## src/rtl/cell_arc_pkg.sv

```systemverilog
// Shared types and helpers for the standard-cell arc sequencer.
// No logic of its own; holds the state encoding, the Gray mapping and the OA221 truth table.
// No flow control.
package cell_arc_pkg;

    typedef enum logic [1:0] {
        IDLE = 2'd0,
        RUN  = 2'd1,
        DONE = 2'd2
    } state_t;

    // Q = (IN1|IN2)&(IN3|IN4)&IN5, indexed by the applied input vector
    localparam logic [31:0] TRUTH_OA221 = 32'hEEE0_0000;

    // Binary-reflected Gray code: neighbouring indices differ in one bit
    function automatic logic [31:0] gray(input logic [31:0] i);
        return i ^ (i >> 1);
    endfunction

endpackage

```

## src/rtl/cell_arc_gray.sv

```systemverilog
// Maps a binary sweep index to the Gray-coded cell input vector.
// Purely combinational, zero cycles.
// No flow control.
module cell_arc_gray
    import cell_arc_pkg::*;
#(
    parameter int NIN = 5
) (
    input  logic [NIN-1:0] bin_i,
    output logic [NIN-1:0] gray_o
);

    assign gray_o = NIN'(gray(32'(bin_i)));

endmodule

```

## src/rtl/cell_arc_sequencer.sv

```systemverilog
// Walks a 5-input cell through a Gray-code sweep, checks Q against a truth table, counts toggles/errors.
// Each vector is held SETTLE+1 cycles; sample and next vector share an edge; DONE follows the last sample.
// No backpressure: START is taken only in IDLE, ABORT cancels a running sweep on the next edge.
module cell_arc_sequencer
    import cell_arc_pkg::*;
#(
    parameter int                   NIN    = 5,
    parameter int unsigned          SETTLE = 2,
    parameter logic [(1<<NIN)-1:0]  TRUTH  = TRUTH_OA221
) (
    input  logic           clk_i,
    input  logic           rstb_i,
    input  logic           start_i,
    input  logic           abort_i,
    input  logic           resp_i,
    output logic [NIN-1:0] stim_o,
    output logic           busy_o,
    output logic           done_o,
    output logic           pass_o,
    output logic [NIN:0]   toggles_o,
    output logic [NIN:0]   errors_o,
    output logic [NIN-1:0] fail_vec_o
);

    localparam int          CW       = (SETTLE < 1) ? 1 : $clog2(SETTLE + 1);
    localparam logic [NIN:0] LAST_IDX = (NIN+1)'(1 << NIN);

    state_t         state_q;
    logic [NIN:0]   idx_q;
    logic [CW-1:0]  cnt_q;
    logic           prev_q;
    logic [NIN-1:0] stim_q;
    logic           busy_q;
    logic           done_q;
    logic           pass_q;
    logic [NIN:0]   toggles_q;
    logic [NIN:0]   errors_q;
    logic [NIN-1:0] fail_vec_q;

    logic [NIN-1:0] stim_d;
    logic           mismatch;
    logic           last_sample;

    // Vector for the next index; the index wraps so the final vector is g(0) again
    cell_arc_gray #(.NIN(NIN)) u_gray (
        .bin_i  (idx_q[NIN-1:0] + NIN'(1)),
        .gray_o (stim_d)
    );

    assign mismatch    = (resp_i != TRUTH[stim_q]);
    assign last_sample = (idx_q == LAST_IDX);

    // Sweep FSM with its settle counter, index and result counters
    always_ff @(posedge clk_i or negedge rstb_i) begin
        if (!rstb_i) begin
            state_q    <= IDLE;
            idx_q      <= '0;
            cnt_q      <= '0;
            prev_q     <= 1'b0;
            stim_q     <= '0;
            busy_q     <= 1'b0;
            done_q     <= 1'b0;
            pass_q     <= 1'b0;
            toggles_q  <= '0;
            errors_q   <= '0;
            fail_vec_q <= '0;
        end else begin
            done_q <= 1'b0;
            case (state_q)
                IDLE: begin
                    busy_q <= 1'b0;
                    if (abort_i) begin
                        // abort outranks a simultaneous start
                        pass_q <= 1'b0;
                        stim_q <= '0;
                    end else if (start_i) begin
                        state_q    <= RUN;
                        busy_q     <= 1'b1;
                        pass_q     <= 1'b0;
                        toggles_q  <= '0;
                        errors_q   <= '0;
                        fail_vec_q <= '0;
                        idx_q      <= '0;
                        stim_q     <= '0;
                        cnt_q      <= CW'(SETTLE);
                    end
                end
                RUN: begin
                    if (abort_i) begin
                        // partial counts are left visible for debug
                        state_q <= IDLE;
                        busy_q  <= 1'b0;
                        stim_q  <= '0;
                        pass_q  <= 1'b0;
                    end else if (cnt_q != '0) begin
                        cnt_q <= cnt_q - CW'(1);
                    end else begin
                        if ((idx_q != '0) && (resp_i != prev_q)) begin
                            toggles_q <= toggles_q + (NIN+1)'(1);
                        end
                        if (mismatch) begin
                            errors_q <= errors_q + (NIN+1)'(1);
                            if (errors_q == '0) begin
                                fail_vec_q <= stim_q;
                            end
                        end
                        prev_q <= resp_i;
                        idx_q  <= idx_q + (NIN+1)'(1);
                        cnt_q  <= CW'(SETTLE);
                        if (last_sample) begin
                            state_q <= DONE;
                            busy_q  <= 1'b0;
                            done_q  <= 1'b1;
                            stim_q  <= '0;
                            pass_q  <= (errors_q == '0) && !mismatch;
                        end else begin
                            stim_q <= stim_d;
                        end
                    end
                end
                DONE: begin
                    state_q <= IDLE;
                end
                default: begin
                    state_q <= IDLE;
                    busy_q  <= 1'b0;
                end
            endcase
        end
    end

    assign stim_o     = stim_q;
    assign busy_o     = busy_q;
    assign done_o     = done_q;
    assign pass_o     = pass_q;
    assign toggles_o  = toggles_q;
    assign errors_o   = errors_q;
    assign fail_vec_o = fail_vec_q;

endmodule

```

## config.mk

```make
export PLATFORM = sky130hd
export DESIGN_NAME = cell_arc_sequencer
export DESIGN_NICKNAME = d
export VERILOG_FILES = /design/src/rtl/cell_arc_pkg.sv /design/src/rtl/cell_arc_gray.sv /design/src/rtl/cell_arc_sequencer.sv
export SDC_FILE = /design/constraint.sdc
export NUM_CORES = 1
export LEC_CHECK = 0
export BUFFER_PORTS_ARGS = -buffer_cell sky130_fd_sc_hd__buf_2
export CELL_PAD_IN_SITES_DETAIL_PLACEMENT = 1
export CELL_PAD_IN_SITES_GLOBAL_PLACEMENT = 1
export CORE_MARGIN = 5
export CORE_UTILIZATION = 39
export CTS_CLUSTER_SIZE = 30
export DETAILED_ROUTE_END_ITERATION = 6
export PLACE_DENSITY = 0.72
export SYNTH_ARGS = -nofsm -noshare
export SYNTH_HDL_FRONTEND = slang
export SYNTH_SLANG_ARGS = --single-unit
```

## constraint.sdc

```tcl
create_clock -name clk_i -period 1.92 [get_ports clk_i]
set_input_delay 0.384 -clock clk_i [delete_from_list [all_inputs] [get_ports clk_i]]
set_output_delay 0.384 -clock clk_i [all_outputs]
set_load 0.01 [all_outputs]
```

==> flow_metrics.py, run 1 <==
metrics = {
    "worst_setup_path": {
        "arrival_ps": 2060,
        "cp.buffers_inverters": 1,
        "crit_start": "idx_q[1]",
        "crit_path_cell_trace": "inv_2 > ha_4 > nor4b_4 > a2111o_1 > or4_4 > a21oi_2",
        "reg2reg_depth": 6,
        "slowest_stage": "or4_4",
        "cpPeakStageDelay_ps": 500,
        "timing.rr.end": "toggles_o[5]",
        "rrSetupSlack_ps": 90,
        "start_kind": "register",
        "crit_required_ps": 2150,
        "timing.rr.start": "idx_q[1]",
        "cp.depth": 6,
        "cpLargestDelayFamily": "simple AND/OR/NAND/NOR gates",
        "cp_max_fo": 5,
        "end_kind": "register",
        "critical_path_class": "reg2reg",
        "crit_end": "toggles_o[5]",
    },
    "cts": {
        "clkLatencyLatePin_ps": 290,
        "clock-sinks": 36,
        "clk_pin_slew_ps": 80,
        "cts_hold_buf": 0,
        "cts_root_buffer": "clkbuf_8",
        "h-tree-depth": 2,
        "cts_tree": "yes",
        "cts-buffers-inserted": 5,
        "cts_max_path_buffers": 2,
    },
    "synth": {
        "synthArstFlopShare": 1.00,
        "yosysSeqAreaShare": 0.480,
        "synth_nets": 205,
        "synth-seq-cells": 36,
        "yosys.cell_types.count": 41,
        "yosysTopAreaCellShare": 0.480,
        "avgSynthCellArea_um2": 9.73,
        "synth_edf_count": 0,
        "syn_area_um2": 1880,
        "ys.flop_type": "dfrtp_1",
        "yosysWarnings": 0,
        "syn_inst": 193,
        "synth_area_leaders": "dfrtp_1 (48%), ha_1 (4.7%), nand2_1 (3.8%), a22o_1 (3.7%), o21ai_0 (3.7%)",
        "yosys.area.top_type": "dfrtp_1",
    },
    "floorplanning": {
        "dieArea_um2": 6300,
        "start_util": 0.400,
        "io_pins": 30,
        "dieHeight_um": 79.4,
        "die_width_um": 79.4,
        "rows": 25,
        "core_area_um2": 4690,
    },
    "pwr": {
        "peakVddDrop_mv": 0.437,
        "p_comb_frac": 0.284,
        "p_clk_frac": 0.316,
        "swShare": 0.302,
        "pwr-share-seq": 0.400,
        "p_int_mw": 1.48,
        "p_total_mw": 2.12,
        "power.density_nw_per_um2": 849,
        "p_sw_uw": 641,
        "leakage_nw": 1.22,
    },
    "place": {
        "numPortBuffers": 29,
        "gp_congestion": 0.763,
        "post-dp-hpwl_um": 4090,
    },
    "timing": {
        "slew_viol_final": 0,
        "setup_tns_ps": 0,
        "setup_viol": 0,
        "fin_crit_ps": 1830,
        "fmax_mhz": 545,
        "worst_pin_slew_ps": 479,
        "post-route-period-util": 0.955,
        "final-hold-violation-count": 0,
        "rsz0062_at_grt": "true",
        "relSlewSlack": 0.681,
        "fin_skew_ps": 6.45,
    },
    "global_route": {
        "grtUsageTotal": 0.190,
        "antenna_found_initial": 0,
        "grt_max_degree": 37,
        "grt_pass1_vias": 1913,
        "grt_overflow": 0,
        "grt_pass1_wl_um": 9300,
    },
    "cells_and_area": {
        "fill_cells": 558,
        "nets": 270,
        "drive_above_1_share": 0.332,
        "num_antenna_cells": 0,
        "area_growth_pct": 33.3,
    },
    "drt": {
        "ant_nets": 0,
        "drc": 0,
        "vias": 1714,
        "wire_per_inst_um": 17.2,
        "drt-initial-drc-count": 80,
        "vias_per_cell": 5.48,
        "dr.pass1.iters": 4,
        "wirelength_um": 5390,
    },
    "outcome": {
        "status": "finished clean",
    },
    "run": {
        "max-cap-violations": 0,
    },
    "worst_hold_path": {
        "hold_path_class": "in2async",
    },
}
==> worst min-delay path by stage <==
| stage | startpoint | endpoint | slack (ps) | cells after the start |
|---|---|---|---|---|
| after floorplan | rstb_i | busy_o | 90 | 0 |
| after global placement | rstb_i | toggles_o[2] | 460 | 2 |
| after detailed placement | rstb_i | toggles_o[2] | 460 | 2 |
| after CTS | rstb_i | busy_o | 140 | 2 |
| after global routing | rstb_i | toggles_o[2] | 170 | 2 |
| final | rstb_i | toggles_o[2] | 130 | 2 |
==> synthesized netlist by cell type (all sizes together), types with 3 or more instances <==
cell type	count
o21ai	14
and3	3
clkbuf	5
or4	6
dfrtp	36
or3	3
o31ai	5
a21oi	9
a22o	8
xnor2	8
inv	14
nand3	13
buf	3
ha	7
nand2	19
nor2	11
==> cells by family (layout without fill, tap and decap cells) <==
logic type	count (synthesis)	in the layout	share of synthesized area
XOR/XNOR	10	10	0.0466
AND/OR/NAND/NOR	63	63	0.175
adder cells (fa/ha/maj)	7	7	0.0466
flip-flops	36	36	0.480
AO/OA/AOI/OAI	53	53	0.192
buffers and inverters	22	88	0.0493
multiplexers	2	2	0.0113
==> routing by layer <==
| metal | routed length (um) | track usage | vias up |
|---|---|---|---|
| li1 | - | - | 825 |
| met1 | 2480 | 0.236 | 860 |
| met2 | 2650 | 0.324 | 21 |
| met3 | 172 | 0.0429 | 8 |
| met4 | 85 | 0.0636 | 0 |
| met5 | 0 | 0 | - |
==> worst reg2reg max path: cells and delay by family (launching register included) <==
kind / cells / cell delay (ps)
compound gates: 2 / 550
fa+ha+maj: 1 / 160
buf+inv: 1 / 70
flops: 1 / 360
simple gates: 2 / 640
==> cell type report <==
cell class	instances	area (um2)	share of cell area
Timing Repair Buffer	66	435	0.174
Tap cell	54	67.6	0.0270
Inverter	14	52.6	0.0210
Clock inverter	3	42.5	0.0170
Sequential cell	36	901	0.360
Multi-Input combinational cell	135	936	0.374
Clock buffer	5	68.8	0.0275
==> cell usage in the layout (no fill, tap or decap), types with 2 or more instances in the layout <==
cell      synthesis  layout
dfrtp_1          36      36
buf_4             0      36
buf_2             2      29
nand2_1          19      19
o21ai_0          14      14
nand3_1          13      13
nor2_1           11      11
inv_1            14      10
a21oi_1           9       8
xnor2_1           8       8
a22o_1            8       8
o31ai_1           5       5
or4_1             6       5
ha_1              7       5
clkbuf_8          0       5
inv_2             0       4
and3_1            3       3
or3_1             3       3
xor2_1            2       2
o211ai_1          2       2
a31oi_1           2       2
o41ai_1           2       2
a21boi_0          2       2
ha_4              0       2
==> power by group through the flow <==
stage	clock, mW	combinational [mW]	sequential [mW]
CTS	0.690	0.588	0.847
global route	0.725	0.680	0.860
finish	0.671	0.604	0.850
global placement	0	0.488	0.855
detailed placement	0	0.510	0.861
floorplan	0	0.238	0.886
==> state kept, by name (all words and copies together), names as in the netlist <==
name and cells:
busy_o 1, toggles_o 6, prev_q 1, stim_o 5
idx_q 6, pass_o 1, errors_o 6, fail_vec_o 5
done_o 1, cnt_q 2, state_q 2
==> timing repair <==
action / 4_1_cts / 5_1_grt
endpoints found under the setup margin: 2 / 8
pin swaps: 4 / 4
setup buffers: 3 / 2
resized for setup: 7 / 7
==> through the flow <==
step	area, um2	instances	utilization	setup WS (ps)	hold slack, ps
2_1_floorplan	1880	193	-	44.2	88.4
3_3_place_gp	2300	300	0.491	30.6	460
3_5_place_dp	2300	300	0.491	-39.7	462
4_1_cts	2470	311	0.527	-3.28	143
5_1_grt	2500	313	0.534	-9.42	170
6_report	2500	313	0.534	85.5	126
Power figures use the tool's default switching activity.
==> inputs of run 2 (changes only) <==
--- a/config.mk
+++ b/config.mk
@@ -10,6 +10,7 @@
 export CELL_PAD_IN_SITES_GLOBAL_PLACEMENT = 1
 export CORE_MARGIN = 5
 export CORE_UTILIZATION = 39
+export CTS_BUF_LIST = sky130_fd_sc_hd__clkbuf_16
 export CTS_CLUSTER_SIZE = 30
 export DETAILED_ROUTE_END_ITERATION = 6
 export PLACE_DENSITY = 0.72
==> run 2 against run 1 <==
Against the previous run:
- via count increased by 2.0%
- critical path type unchanged
- critical path depth unchanged
- global-route usage increased by 1.2 points
- sequential power increased by 0.5%
- non-clock buffer count unchanged
- power increased by 13%
- count of clock-buffer cells in the layout unchanged
- worst hold slack improved by 13 ps
- design area increased by 1.8%
==> flow_metrics.py, run 2 (synthesized netlist as in run 1, its figures left out) <==
metrics = {
    "timing": {
        "finalWorstSetupSlack_ps": 75.9,
        "final-hold-violation-count": 0,
        "post-route-period-util": 0.960,
        "relSlewSlack": 0.677,
        "whs_ps": 140,
        "slew_viol_final": 0,
        "setup_viol": 0,
        "rsz0062_at_grt": "false",
        "fmax_mhz": 542,
        "fin_crit_ps": 1840,
        "fin_skew_ps": 4.52,
        "worst_pin_slew_ps": 484,
        "setup_tns_ps": 0,
    },
    "worst_setup_path": {
        "arrival_ps": 2050,
        "reg2reg_depth": 6,
        "end_kind": "register",
        "timing.rr.end": "toggles_o[5]",
        "crit_required_ps": 2130,
        "cp_max_fo": 5,
        "rrSetupSlack_ps": 80,
        "crit_end": "toggles_o[5]",
        "critical_path_class": "reg2reg",
        "start_kind": "register",
        "crit_start": "idx_q[0]",
        "timing.rr.start": "idx_q[0]",
    },
    "cells_and_area": {
        "final_cells": 313,
        "area_growth_pct": 35.8,
        "seq_area_um2": 901,
        "multi_input_area_um2": 926,
        "nets": 270,
        "fill_cells": 548,
        "final_cell_mix": "dfrtp_1 (36), buf_4 (36), buf_2 (29)",
        "drive_above_1_share": 0.324,
        "final_area_um2": 2550,
        "num_antenna_cells": 0,
        "final_util": 0.543,
    },
    "floorplanning": {
        "start_util": 0.400,
        "die_width_um": 79.4,
        "core_area_um2": 4690,
        "dieHeight_um": 79.4,
        "io_pins": 30,
        "rows": 25,
        "dieArea_um2": 6300,
    },
    "pwr": {
        "p_total_mw": 2.39,
        "peakVddDrop_mv": 0.439,
        "power.density_nw_per_um2": 939,
        "leakage_nw": 1.25,
    },
    "cts": {
        "cts_max_path_buffers": 2,
        "clock-sinks": 36,
        "cts_root_buffer": "clkbuf_16",
        "clkLatencyLatePin_ps": 280,
        "h-tree-depth": 2,
        "clk_pin_slew_ps": 60,
        "cts-buffers-inserted": 5,
        "cts_tree": "yes",
    },
    "global_route": {
        "grtUsageTotal": 0.201,
        "antenna_found_initial": 0,
        "grt_pass1_vias": 1901,
        "grt_pass1_wl_um": 9750,
        "grt_max_degree": 37,
        "grt_overflow": 0,
    },
    "place": {
        "gp_congestion": 0.763,
        "post-dp-hpwl_um": 4090,
        "placedCellCount": 300,
        "dpl_cell_area_um2": 2300,
        "numPortBuffers": 29,
        "post-place-ws_ps": -39.7,
    },
    "drt": {
        "wirelength_um": 5720,
        "ant_nets": 0,
        "drc": 0,
        "vias": 1748,
        "wire_per_inst_um": 18.3,
        "drt-initial-drc-count": 77,
        "dr.pass1.iters": 4,
        "vias_per_cell": 5.58,
    },
    "worst_hold_path": {
        "hold_path_class": "in2async",
    },
    "run": {
        "max-cap-violations": 0,
    },
    "outcome": {
        "status": "finished clean",
    },
}
==> run 2: area by class of cell <==
| cell class | count | area share |
|---|---|---|
| Clock buffer | 5 | 0.0491 |
| Clock inverter | 3 | 0.0167 |
| Inverter | 14 | 0.0206 |
| Multi-Input combinational cell | 135 | 0.363 |
| Sequential cell | 36 | 0.353 |
| Tap cell | 54 | 0.0265 |
| Timing Repair Buffer | 66 | 0.171 |
==> run 2: worst max-delay path: stages (launching register included) <==
cell and delay [ps]:
dfrtp_1 370, inv_2 60, ha_4 150, nor4b_4 130, a2111o_1 430, or4_4 500
a21oi_2 120
==> run 2: worst min path at each step <==
stage	slack [ps]	end	startpoint
2_1_floorplan	90	busy_o	rstb_i
3_3_place_gp	460	toggles_o[2]	rstb_i
3_5_place_dp	460	toggles_o[2]	rstb_i
4_1_cts	160	toggles_o[2]	rstb_i
5_1_grt	180	toggles_o[2]	rstb_i
6_report	140	toggles_o[2]	rstb_i
==> run 2: timing repair <==
item	in CTS	in global routing
setup buffers	3	2
resized for setup	7	4
pin swaps	4	3
cloned	0	0
endpoints found under the setup margin	2	7
hold buffers	0	0
hold endpoints to repair	0	0
==> run 2: power by group <==
part           total (mW)  switching (mW)  leakage, nW  internal [mW]
clock network       0.924           0.315       0.0798          0.609
logic               0.616           0.330        0.674          0.286
registers           0.854          0.0405        0.493          0.813
==> run 2: routing by layer <==
| layer | up-vias | GRT usage | share of wire |
|---|---|---|---|
| met1 | 889 | 0.249 | 0.45 |
| met2 | 23 | 0.348 | 0.51 |
| li1 | 830 | - | - |
| met4 | 0 | 0.0756 | 0.015 |
| met5 | - | 0 | 0 |
| met3 | 6 | 0.0372 | 0.023 |
==> inputs of run 3 (changes only) <==
--- a/config.mk
+++ b/config.mk
@@ -5,15 +5,17 @@
 export SDC_FILE = /design/constraint.sdc
 export NUM_CORES = 1
 export LEC_CHECK = 0
+export ABC_AREA = 1
+export ABC_CLOCK_PERIOD_IN_PS = 1920
 export BUFFER_PORTS_ARGS = -buffer_cell sky130_fd_sc_hd__buf_2
 export CELL_PAD_IN_SITES_DETAIL_PLACEMENT = 1
-export CELL_PAD_IN_SITES_GLOBAL_PLACEMENT = 1
+export CELL_PAD_IN_SITES_GLOBAL_PLACEMENT = 2
 export CORE_MARGIN = 5
-export CORE_UTILIZATION = 39
+export CORE_UTILIZATION = 29
 export CTS_BUF_LIST = sky130_fd_sc_hd__clkbuf_16
 export CTS_CLUSTER_SIZE = 30
 export DETAILED_ROUTE_END_ITERATION = 6
-export PLACE_DENSITY = 0.72
+export PLACE_DENSITY = 0.71
 export SYNTH_ARGS = -nofsm -noshare
 export SYNTH_HDL_FRONTEND = slang
 export SYNTH_SLANG_ARGS = --single-unit
==> run 3 against run 2 <==
Against the previous run:
- synthesized cell count is 38% higher
- critical endpoint is now errors_o[3]
- combinational power is 39% higher
- power is 16% higher
- design area is 3.8% lower
- flip-flop and latch count stayed put
- clock skew is 2.0 ps higher
- core utilization is 18 points lower
- die area is 39% higher
- highest routed layer unchanged
- critical path depth is 3 higher
==> flow_metrics.py, run 3 <==
metrics = {
    "floorplanning": {
        "die_width_um": 93.5,
        "dieArea_um2": 8740,
        "rows": 30,
        "dieHeight_um": 93.5,
        "start_util": 0.298,
        "core_area_um2": 6790,
        "io_pins": 30,
    },
    "synth": {
        "synth_nets": 278,
        "synthArstFlopShare": 1.00,
        "yosys.cell_types.count": 22,
        "yosys.area.top_type": "dfrtp_1",
        "synthMuxAreaShare": 0,
        "syn_inst": 266,
        "syn_area_um2": 2020,
        "yosys-top-cells-count": "nand2_1 (71), nand3_1 (45), dfrtp_1 (36)",
        "synth_top_family_by_area": "simple AND/OR/NAND/NOR gates",
        "synth_xor_area_frac": 0.0303,
        "yosysWarnings": 0,
        "synth_edf_count": 0,
        "avgSynthCellArea_um2": 7.60,
        "synth_area_leaders": "dfrtp_1 (45%), nand2_1 (13%), nand3_1 (11%), inv_1 (5.9%), nor2_1 (4.6%)",
        "synth-seq-cells": 36,
        "synth_simple_gate_area_frac": 0.363,
        "synth-compound-area-share": 0.0390,
        "ys.flop_type": "dfrtp_1",
        "post-synth-top-count-cell": "nand2_1",
        "yosysTopAreaCellShare": 0.446,
        "yosysSeqAreaShare": 0.446,
        "synthAdderAreaFrac": 0.0433,
    },
    "timing": {
        "relSlewSlack": 0.688,
        "fin_crit_ps": 1690,
        "worst_pin_slew_ps": 467,
        "setup_tns_ps": 0,
        "slew_viol_final": 0,
        "final-hold-violation-count": 0,
        "fin_skew_ps": 6.57,
        "fmax_mhz": 591,
        "setup_viol": 0,
        "rsz0062_at_grt": "false",
        "post-route-period-util": 0.881,
    },
    "place": {
        "placedCellCount": 391,
        "dpl_cell_area_um2": 2290,
        "gp_congestion": 0.777,
        "post-dp-hpwl_um": 4310,
        "numPortBuffers": 29,
    },
    "cts": {
        "post_cts_resize_count": 0,
        "post_cts_buffers": 0,
        "cts_max_path_buffers": 2,
        "cts_root_buffer": "clkbuf_16",
        "h-tree-depth": 2,
        "cts-buffers-inserted": 5,
        "cts_tree": "yes",
        "clock-sinks": 36,
        "clkLatencyLatePin_ps": 280,
        "clk_pin_slew_ps": 60,
        "cts_hold_buf": 0,
    },
    "cells_and_area": {
        "final_area_um2": 2450,
        "area_growth_pct": 21.3,
        "drive_above_1_share": 0.172,
        "nets": 314,
        "final_cell_mix": "nand2_1 (71), nand3_1 (45), dfrtp_1 (36)",
        "final_cells": 399,
        "final_util": 0.361,
        "mostFrequentLayoutCell": "nand2_1",
        "num_antenna_cells": 0,
    },
    "worst_setup_path": {
        "cp.buffers_inverters": 3,
        "cpPeakStageDelay_ps": 400,
        "arrival_ps": 1850,
        "end_kind": "register",
        "slowest_stage": "dfrtp_1",
        "start_kind": "register",
        "crit_required_ps": 2080,
        "critical_path_class": "reg2reg",
        "cp_max_fo": 14,
        "crit_path_cell_trace": "inv_1 > ha_1 > inv_1 > nand2_1 > nand3_2 > inv_2 > nand3_1 > nand3_1 > nand2_1",
        "cpLargestDelayFamily": "simple AND/OR/NAND/NOR gates",
    },
    "global_route": {
        "grt_pass1_vias": 1980,
        "grtUsageTotal": 0.144,
        "grt_pass1_wl_um": 9980,
        "use_met2": 0.233,
        "grt_overflow": 0,
        "antenna_found_initial": 0,
        "top_usage_layer": "met2",
        "grtUsageMet3": 0.0265,
        "grt_max_degree": 21,
        "grt_use_met1": 0.194,
    },
    "pwr": {
        "p_total_mw": 2.77,
        "p_int_mw": 1.74,
        "swShare": 0.373,
        "p_sw_mw": 1.04,
        "p_comb_frac": 0.309,
        "peakVddDrop_mv": 0.388,
        "leakage_nw": 1.34,
        "pwr-share-seq": 0.357,
        "power.density_nw_per_um2": 1130,
        "p_clk_frac": 0.334,
    },
    "run": {
        "max-cap-violations": 0,
    },
    "drt": {
        "dr.pass1.iters": 4,
        "drt-initial-drc-count": 52,
        "drc": 0,
        "wire_per_inst_um": 14.0,
        "ant_nets": 0,
        "vias_per_cell": 4.60,
        "vias": 1836,
        "wirelength_um": 5590,
    },
    "worst_hold_path": {
        "hold_path_class": "in2async",
    },
    "outcome": {
        "status": "finished clean",
    },
}
-- run 3: cell count changes in the layout (fill, tap and decap cells not counted), sizes merged, moves of 5 or more --
cell | previous run | this run
nand3 | 13 | 47
o21ai | 14 | 9
o31ai | 5 | 0
a21oi | 9 | 0
or4 | 6 | 0
buf | 66 | 32
nor2 | 11 | 29
nand4 | 1 | 12
a22o | 8 | 0
nand2 | 19 | 73
xnor2 | 8 | 2
inv | 14 | 38
-- run 3: final timing paths --
kind | to | start | cells past startpoint | slack, ps
max in group asynchronous | fail_vec_o[4] | rstb_i | 2 | 1350
worst max-delay path | errors_o[3] | cnt_q[1] | 9 | 230
worst min register to register | busy_o | busy_o | 2 | 470
min in group clk_i | prev_q | resp_i | 3 | 450
worst min-delay path | toggles_o[4] | rstb_i | 1 | 50
worst max register to register | errors_o[3] | cnt_q[1] | 9 | 230
-- run 3: layout make-up --
class                           instances  area [um2]
Fill cell                             866        4340
Multi-Input combinational cell        190         961
Sequential cell                        36         901
Timing Repair Buffer                   32         168
Inverter                               37         139
Clock buffer                            5         125
Tap cell                               96         120
Clock inverter                          3        38.8
-- run 3: cell families (layout without fill, tap and decap cells) --
group                      after synthesis  in the layout
and+or+nand+nor                        162            162
buffers and inverters                   40             77
DFF                                     36             36
AOI/OAI and AO/OA                       14             14
adders and majority gates                7              7
xor gates and xnor gates                 7              7
-- run 3: power by group through the flow --
stage	combinational [mW]	sequential (mW)	clock, mW
finish	0.858	0.990	0.925
global route	0.993	1.01	0.979
CTS	0.880	0.993	0.950
detailed placement	0.870	1.00	0
global placement	0.859	1.00	0
floorplan	0.579	1.01	0
-- run 3: layer usage --
| metal | vias to the layer above | routed length [um] |
|---|---|---|
| met5 | - | 0 |
| met2 | 17 | 2560 |
| met1 | 882 | 2840 |
| li1 | 930 | - |
| met3 | 7 | 107 |
| met4 | 0 | 81 |
-- run 3: stage by stage --
stage	hold WS, ps	worst slack [ps]
final	47.4	229
after global routing	93.1	14.5
after detailed placement	367	213
after floorplan	88.4	553
after CTS	62.7	198
after global placement	366	259
